===== src/rtl/store_data_packer.sv =====
// store_data_packer: packs stores into word-aligned strobed bus writes through a small FIFO; define STORE_MISALIGN_TRAP_EN to drop misaligned stores
module store_data_packer #(
  parameter int DEPTH  = 2,
  parameter int ADDR_W = 32
) (
  input  logic              clk,
  input  logic              rst_n,
  input  logic              st_valid,
  output logic              st_ready,
  input  logic [ADDR_W-1:0] st_addr,
  input  logic [31:0]       st_data,
  input  logic [1:0]        st_size,
  output logic              bus_wvalid,
  input  logic              bus_wready,
  output logic [ADDR_W-1:0] bus_waddr,
  output logic [31:0]       bus_wdata,
  output logic [3:0]        bus_wstrb,
  output logic              misalign_err,
  output logic              busy
);
  localparam int PW = $clog2(DEPTH);
  localparam int CW = $clog2(DEPTH + 1);
  localparam logic [CW-1:0] FULL = CW'(DEPTH);
  typedef struct packed {
    logic [ADDR_W-1:0] addr;
    logic [31:0]       data;
    logic [3:0]        strb;
  } entry_t;
  entry_t          mem_q [DEPTH];
  entry_t          pkt, head;
  logic [PW-1:0]   wptr_q, rptr_q;
  logic [CW-1:0]   count_q, count_d;
  logic            st_ready_q, accept, drop, push, pop;
  // lane placement: sub-word data is replicated so every strobed lane carries it
  always_comb begin
    pkt.addr = {st_addr[ADDR_W-1:2], 2'b00};
    pkt.data = st_size == 2'b00 ? {4{st_data[7:0]}} : st_size == 2'b01 ? {2{st_data[15:0]}} : st_data;
    pkt.strb = st_size == 2'b00 ? 4'b0001 << st_addr[1:0] : st_size == 2'b01 ? (st_addr[1] ? 4'b1100 : 4'b0011) : 4'b1111;
  end
`ifdef STORE_MISALIGN_TRAP_EN
  logic misalign_q;
  assign drop = (st_size == 2'b01 && st_addr[0]) || (st_size == 2'b10 && st_addr[1:0] != 2'b00) || st_size == 2'b11;
  // a dropped store still handshakes; flag it one cycle later
  always_ff @(posedge clk) begin
    if (!rst_n) misalign_q <= 1'b0;
    else misalign_q <= accept && drop;
  end
  assign misalign_err = misalign_q;
`else
  assign drop         = 1'b0;
  assign misalign_err = 1'b0;
`endif
  assign accept = st_valid && st_ready_q;
  assign push   = accept && !drop;
  assign pop    = bus_wvalid && bus_wready;
  // occupancy after this cycle's push/pop; ready is derived from it so it stays registered
  always_comb begin
    count_d = push && !pop ? count_q + CW'(1) : pop && !push ? count_q - CW'(1) : count_q;
  end
  // pointers, count and registered ready
  always_ff @(posedge clk) begin
    if (!rst_n) begin
      wptr_q     <= '0;
      rptr_q     <= '0;
      count_q    <= '0;
      st_ready_q <= 1'b1;
    end else begin
      wptr_q     <= push ? wptr_q + PW'(1) : wptr_q;
      rptr_q     <= pop ? rptr_q + PW'(1) : rptr_q;
      count_q    <= count_d;
      st_ready_q <= count_d < FULL;
    end
  end
  // storage needs no reset: the outputs are masked whenever the buffer is empty
  always_ff @(posedge clk) begin
    if (push) mem_q[wptr_q] <= pkt;
  end
  assign head       = mem_q[rptr_q];
  assign st_ready   = st_ready_q;
  assign bus_wvalid = count_q != '0;
  assign busy       = bus_wvalid;
  assign bus_waddr  = bus_wvalid ? head.addr : '0;
  assign bus_wdata  = bus_wvalid ? head.data : '0;
  assign bus_wstrb  = bus_wvalid ? head.strb : '0;
endmodule


===== config.mk =====
export PLATFORM = sky130hd
export DESIGN_NAME = store_data_packer
export DESIGN_NICKNAME = d
export VERILOG_FILES = /design/src/rtl/store_data_packer.sv
export SDC_FILE = /design/constraint.sdc
export NUM_CORES = 1
export LEC_CHECK = 0
export ABC_AREA = 1
export CAP_MARGIN = 20
export CELL_PAD_IN_SITES_DETAIL_PLACEMENT = 0
export CELL_PAD_IN_SITES_GLOBAL_PLACEMENT = 2
export CORE_ASPECT_RATIO = 1.1
export CORE_MARGIN = 2
export CORE_UTILIZATION = 32
export DETAILED_ROUTE_END_ITERATION = 12
export PLACE_DENSITY = 0.86
export SYNTH_ARGS = -nofsm -noshare
export SYNTH_HDL_FRONTEND = slang
export SYNTH_SLANG_ARGS = --single-unit

===== constraint.sdc =====
create_clock -name clk -period 5.3 [get_ports clk]
set_clock_uncertainty 0.05 [all_clocks]
set_input_delay 1.06 -clock clk [delete_from_list [all_inputs] [get_ports clk]]
set_output_delay 1.06 -clock clk [all_outputs]
set_load 0.05 [all_outputs]

---- Word-level counts from Yosys, hierarchy flattened ----
Memory sizes are Yosys's and may differ from the RTL's. A register that Yosys moved wholly into a read port is not among the register bits.
Cells that the tools add are included.
cells by class
  bitwise gates (word level) .............. 0
  shifts and indexed selects .............. 1
  $lt $le $gt $ge ......................... 1
  muxes and demuxes ....................... 14
  add/sub/neg operators ................... 4
  reduce and logical (&&, ||, !) cells .... 8
  eq/ne operators ......................... 1
  multiply operators ...................... 0
  divide/modulo/power cells ............... 0
operators by type and width
  operator               count
  $mux W32               4
  $mux W4                4
  $logic_and A1 B1 Y1    4
  $mux W1                4
  $mux W2                2
  $shl A1 B2 Y4 const A  1
  $add A1 B1 Y1 const B  2
  $add A2 B1 Y2 const B  1
  $eq A2 B1 Y1 const B   1
  $logic_not A1 Y1       2
  $logic_not A2 Y1       1
  $lt A2 B2 Y1 const B   1
  $reduce_bool A2 Y1     1
  $sub A2 B1 Y2 const B  1
storage, ports and cells
  output and inout bits ................... 72
  memories kept ........................... 1
  flip-flop bits (word level) ............. 5
  bits in latches ......................... 0
  logic and storage cells ................. 34
  ROM bits ................................ 0
  memory bits (writable) .................. 132
memories
  memory  words  width  read ports  clocked after memory_dff  write ports  RTL line  RTL
  mem_q   2      66     1           1                         1            29        entry_t mem_q [DEPTH];

---- Depth between registers and ports, before layout ----
Gate-level depths: netlist of the first run.
  word-level depth ........................ 6
  mapped depth ............................ 10
  gate-level depth less buffers ........... 10

---- Worst setup path before layout of the first run ----
OpenSTA, ideal clock, no wires.
  path type ............................... input to register
  start point ............................. input st_valid
  end point ............................... memory mem_q[1][0] (netlist bit), enable pin
  slack ................................... 0.779 ns
  data arrival time ....................... 3.979 ns
  path buffers ............................ 0
  stages on the path ...................... 2
  setup time .............................. 0.492 ns
  path through ............................ nand2_1 nor2_1
between the ends
  longest elaborated chain between the ends .. 3
RTL lines
  item                           RTL line  RTL
  from (decl)                    8         input logic st_valid,
  $logic_and A1 B1 Y1            53        assign accept = st_valid && st_ready_q;
  $mux W1                        76        if (push) mem_q[wptr_q] <= pkt;
  $mux W1 (not written as such)  76
  to (decl)                      29
Every way passes these cells.

---- Worst setup path after layout of the first run ----
  start point ............................. register count_q[0]
  end point ............................... output bus_wdata[8]
between the ends
  longest elaborated chain between the ends .. 2
RTL lines
  item                    RTL line  RTL
  from (decl)             32        logic [CW-1:0] count_q, count_d;
  from (signal assigned)  70        count_q <= count_d;
  $reduce_bool A2 Y1      80        assign bus_wvalid = count_q != '0;
  $mux W32                83        assign bus_wdata = bus_wvalid ? head.data : '0;
  to (decl)               16        output logic [31:0] bus_wdata,
Every way passes these cells.

==> results of run 1 <==
-- cell type report --
cell class                 count  area [sq um]
fill                        1655          9760
sequential                   138          4090
inverter                      17          66.3
tap                          238           298
multi-input combinational    310          1440
clock inverter                14           148
clock buffer                  18           439
timing repair buffer         143          1440
-- how the worst max path moves through the flow --
stage                           from           end
after global placement    count_q[0]  bus_wdata[8]
after detailed placement  count_q[0]  bus_wdata[8]
final                     count_q[0]  bus_wdata[8]
after global routing      count_q[0]  bus_wdata[8]
after floorplan             st_valid   mem_q[1][0]
after CTS                 count_q[0]  bus_wdata[8]
-- flip-flops by register name, summed over array words and instances (netlist names), named ones only --
name and flops:
rptr_q 1, wptr_q 1, count_q 1, mem_q 132
st_ready 1
-- power breakdown --
| part | switching [mW] | internal [mW] | total (mW) |
|---|---|---|---|
| combinational | 1.38 | 0.565 | 1.95 |
| clock | 0.455 | 0.706 | 1.16 |
| sequential | 0.0381 | 1.37 | 1.41 |
| total | 1.87 | 2.64 | 4.52 |
-- synthesized netlist by cell type, drive strengths merged (4+ instances only) --
cell / number / area, sq um
inv: 17 / 66.3
dfxtp: 6 / 120
nand2: 66 / 248
clkbuf: 10 / 37.5
a21oi: 4 / 20.0
nor2: 141 / 632
nand3: 11 / 55.1
o21ai: 80 / 400
ha: 4 / 50.1
edfxtp: 132 / 3960
buf: 19 / 169
-- worst max-delay path: stages (launching register included) --
cell and delay (ns):
dfxtp_1 0.35, inv_1 0.07, ha_1 0.20, inv_2 0.20, buf_12 0.27, o21ai_0 0.12, nor2_1 0.24, clkdlybuf4s50_1 0.85
-- metrics by stage --
stage          util (%)  power, mW
4_1_cts            44.7       4.55
6_report           44.8       4.52
2_1_floorplan         -       2.76
3_5_place_dp       41.4       3.39
3_3_place_gp       41.4       3.36
5_1_grt            44.8       4.73
-- layer usage --
metal / up-vias / GRT usage [%]
met5: - / 0
met4: 0 / 6.06
met3: 15 / 4.18
met2: 117 / 24.3
met1: 1901 / 18.2
li1: 1950 / -
-- cells by family after synthesis --
logic type	Yosys count
adder cells (fa/ha/maj)	4
other	1
AND/OR/NAND/NOR	219
flip-flops	138
AO/OA/AOI/OAI	84
buffers and inverters	46
==> metrics.csv, run 1 <==
metric,value,unit
stdcell_count,878,
powerDensity,571,nW/um^2
die_w,132,um
reg2reg_slack,3.31,ns
yosysWarnings,0,
cts_inserted_buffers,17,
synth-adder-area-share,0.867,%
dr.pass1.iters,4,
fmax,0.261,GHz
drive_above_1_share,13.1,%
syn_area,5770,sq um
port_buffers,138,
syn_area_per_cell,11.7,sq um
grt_first_pass_wirelength,21.3,mm
ctsHoldBuffers,0,
place_area,7310,sq um
yosys_register_bits,138,
yosysSeqAreaShare,70.8,%
crit_path_start_kind,flop,
worst-setup-path-type,flop to output port,
async_flop_share,0,%
max_slew_margin,35.2,%
synth-xor-area-share,0,%
path_clk_slew,0.06,ns
r2r_end,mem_q[0][19],
min_from,count_q[0],
cts_tree,built,
initialDrtViolationCount,271,
hold-path-cell-count,2,
wl,14.0,mm
endpoint_kind,output port,
power.leakage,2.87,nW
cp.required,4.19,ns
viasPerCell,4.54,
remaining_drc_errors,0,
dpl.cell_count,845,
worstPathMaxFanout,54,
cts_resized,0,
cts_max_path_buffers,2,
wl_met2,6.95,mm
post-dp-hpwl,8.76,mm
timing.final.crit_share,72.4,%
vdd_drop_max,0.322,mV
grt_usage,14.7,%
routedWlPerCell,15.9,um
drv_cap,0,
cts_root_buf,clkbuf_16,
ios,142,
design_area,7920,sq um
vias,3983,
grt_remaining_overflow,0,
finalWorstPathRequiredPeriod,3.84,ns
setup_viol,0,
setup_ws,1.46,ns
synth-simple-area-share,16.3,%
final_common_cell,clkdlybuf4s50_1,
fp.dieArea,19100,sq um
r2r_start,st_ready,
wl_met3,722,um
worst_ep_arrival_time,2.73,ns
tightest_slew,0.972,ns
rr_worst_depth,3,
synth_compound_area_share,7.29,%
finalHoldViolCount,0,
floorplan.initialDensity,32.6,%
worstSkewPairLatency,0.41,ns
layout_common_cells,"138 x clkdlybuf4s50_1, 132 x edfxtp_1, 98 x nor2_1, 80 x o21ai_0, 66 x nand2_1",
rows,51,
slew_violations,0,
insertedDiodeCount,0,
area_delta_synth_final,37.2,%
grt_pass1_vias,4013,
clock_sinks,138,
wl_met1,6.09,mm
layout.nets,701,
min-delay-path-class,flop to flop,
hold_path_end,count_q[0],
post_cts_buffers,0,
grt_max_degree,68,
routed.top_layer,met4,
synth_cell_types,20,
antenna_left,0,
place_congestion,0.809,
grt_setup_unrepaired,no,
status,"complete, no violations",
htreeDepth,4,
synth_top_family_by_area,simple AND/OR/NAND/NOR gates,
coreArea,17700,sq um
die_y,145,um
antenna_found_initial,0,
synth.mux.area_fraction,0,%
netlist_instances,492,
setup_tns,0,ns
synth_edf_count,132,
post-place-ws,1.45,ns
holdWs,0.433,ns
synth-main-ff-cell,edfxtp_1,
No activity file was read; power rests on OpenSTA's default activity.
==> run 2: changes to the inputs <==
--- a/config.mk
+++ b/config.mk
@@ -11,9 +11,9 @@
 export CELL_PAD_IN_SITES_GLOBAL_PLACEMENT = 2
 export CORE_ASPECT_RATIO = 1.1
 export CORE_MARGIN = 2
-export CORE_UTILIZATION = 32
+export CORE_UTILIZATION = 29
 export DETAILED_ROUTE_END_ITERATION = 12
-export PLACE_DENSITY = 0.86
+export PLACE_DENSITY = 0.83
 export SYNTH_ARGS = -nofsm -noshare
 export SYNTH_HDL_FRONTEND = slang
 export SYNTH_SLANG_ARGS = --single-unit
==> constraint.sdc (replaced) <==
create_clock -name clk -period 3.4 [get_ports clk]
set_clock_uncertainty 0.05 [all_clocks]
set_input_delay 0.68 -clock clk [delete_from_list [all_inputs] [get_ports clk]]
set_output_delay 0.68 -clock clk [all_outputs]
set_load 0.05 [all_outputs]
==> run 2 against run 1 <==
  * Utilization fell by 4.0 points
  * Largest power group unchanged
  * Final area grew 1.2%
  * Critical endpoint is now bus_wdata[13]
  * Routed wire length increased by 2.7%
  * Non-clock buffer count is 4 higher
==> metrics.csv, run 2 (synthesized netlist as in run 1, its figures left out) <==
metric,value,unit,change
routedWlPerCell,16.0,um,+0.65%
layout_common_cells,"132 x edfxtp_1, 98 x nor2_1, 80 x o21ai_0, 72 x clkdlybuf4s50_1, 66 x nand2_1",,
fmax,0.335,GHz,
grt_usage,13.7,%,-0.96 points
floorplan.initialDensity,29.3,%,-3.3 points
p_comb_share,44.6,%,+1.5 points
layout.nets,705,,+0.57%
worstPathMaxFanout,30,,-44%
worst_ep_arrival_time,2.25,ns,-0.48 ns
rows,54,,+5.9%
htreeDepth,4,,unchanged
grt_first_pass_wirelength,22.2,mm,+4.2%
path_clk_slew,0.06,ns,about the same
seqPwrFrac,30.6,%,-0.6 points
antenna_found_initial,0,,unchanged
finalHoldViolCount,0,,unchanged
status,"complete, no violations",,
p_int,4.20,mW,+59%
post-dp-hpwl,9.76,mm,+11%
fp.dieArea,21000,sq um,+10%
antenna_left,0,,unchanged
holdWs,0.435,ns,+0.00250 ns
vdd_drop_max,0.500,mV,+55%
powerDensity,897,nW/um^2,+57%
port_buffers,138,,unchanged
remaining_drc_errors,0,,unchanged
cts_root_buf,clkbuf_16,,
p_sw,2.98,mW,+59%
top_register,mem_q,,
min-delay-path-class,flop to flop,,
worstSkewPairLatency,0.42,ns,about the same
initialDrtViolationCount,212,,-22%
dr.pass1.iters,5,,+1
drive_above_1_share,23.8,%,+11 points
power.leakage,3.06,nW,+6.8%
tightest_slew,0.654,ns,-0.318 ns
grt_max_degree,67,,-1.5%
max_slew_margin,56.4,%,+21 points
coreArea,19700,sq um,+11%
switching_share,41.5,%,about the same
drv_cap,0,,unchanged
endpoint_kind,output port,,
cts_max_path_buffers,2,,unchanged
timing.final.crit_share,87.7,%,
cts_resized,0,,unchanged
setup_tns,0,ns,unchanged
post_cts_buffers,0,,unchanged
wl,14.3,mm,+2.7%
setup_viol,0,,unchanged
clock_sinks,138,,unchanged
area_delta_synth_final,38.9,%,
grt_setup_unrepaired,no,,
insertedDiodeCount,0,,unchanged
place_congestion,0.773,,-4.3%
min_from,count_q[0],,
viasPerCell,4.48,,-1.3%
r2r_start,count_q[0],,
power_frac_clock,24.7,%,-1.0 points
crit_path_start,count_q[0],,
cts_inserted_buffers,17,,unchanged
slew_violations,0,,unchanged
die_y,152,um,+4.9%
crit_path_start_kind,flop,,
die_w,138,um,+4.9%
cts_tree,built,,
finalWorstPathRequiredPeriod,2.98,ns,
final_common_cell,edfxtp_1,,
ios,142,,unchanged
cp.required,2.67,ns,-1.52 ns
vias,4011,,+0.70%
ctsHoldBuffers,0,,unchanged
largest_reg_flops,132,,unchanged
grt_remaining_overflow,0,,unchanged
post-route-util,40.8,%,-4.0 points
worst-setup-path-type,flop to output port,,
grt_pass1_vias,4097,,+2.1%
==> run 2: changes by cell type in the layout (fill, tap and decap cells not counted), sizes merged <==
| cell | change |
|---|---|
| buf | +70 |
| clkdlybuf4s50 | -66 |
| clkinv | +3 |
| clkinvlp | -2 |
| clkbuf | -1 |
==> run 2: final cells by class <==
class                           instances  area [sq um]
Timing Repair Buffer                  147          1530
Tap cell                              252           315
Inverter                               17          66.3
Multi-Input combinational cell        310          1440
Clock buffer                           17           425
Sequential cell                       138          4090
Fill cell                            1846         11600
Clock inverter                         15           150
==> run 2: power groups by stage <==
stage               clock network (mW)  logic (mW)  registers, mW
CTS                               1.81        3.26           2.20
floorplan                            0        2.05           2.24
global placement                     0        3.23           2.23
global route                      1.88        3.42           2.22
detailed placement                   0        3.25           2.24
finish                            1.78        3.21           2.20
==> run 2: critical path: stages, from the launching register on <==
cell,delay (ns)
dfxtp_1,0.35
inv_1,0.07
ha_1,0.20
inv_2,0.35
buf_4,0.33
o21ai_0,0.13
nor2_1,0.22
buf_12,0.17
==> run 2: routing by layer <==
layer	global-route usage (%)	wire length, um	part of all wire, %
met1	17.6	6510	45
met2	21.5	6790	47
met4	6.32	318	2.2
met3	3.97	718	5.0
met5	0	0	0
==> run 2: path summary, 6_finish.rpt <==
kind / end / slack [ns] / depth (start not counted)
min: count_q[0] / 0.44 / 2
max reg2reg: count_q[0] / 1.46 / 8
max: bus_wdata[13] / 0.42 / 7
min reg2reg: count_q[0] / 0.44 / 2
==> run 2: per-stage QoR <==
stage / cells / power, mW / cell area (sq um) / worst slack (ns)
detailed placement: 864 / 5.48 / 7440 / 0.813
finish: 896 / 7.18 / 8010 / 0.419
global placement: 864 / 5.46 / 7440 / 0.875
global route: 896 / 7.51 / 8010 / 0.159
CTS: 896 / 7.27 / 8010 / 0.337
floorplan: 494 / 4.30 / 5780 / 0.323
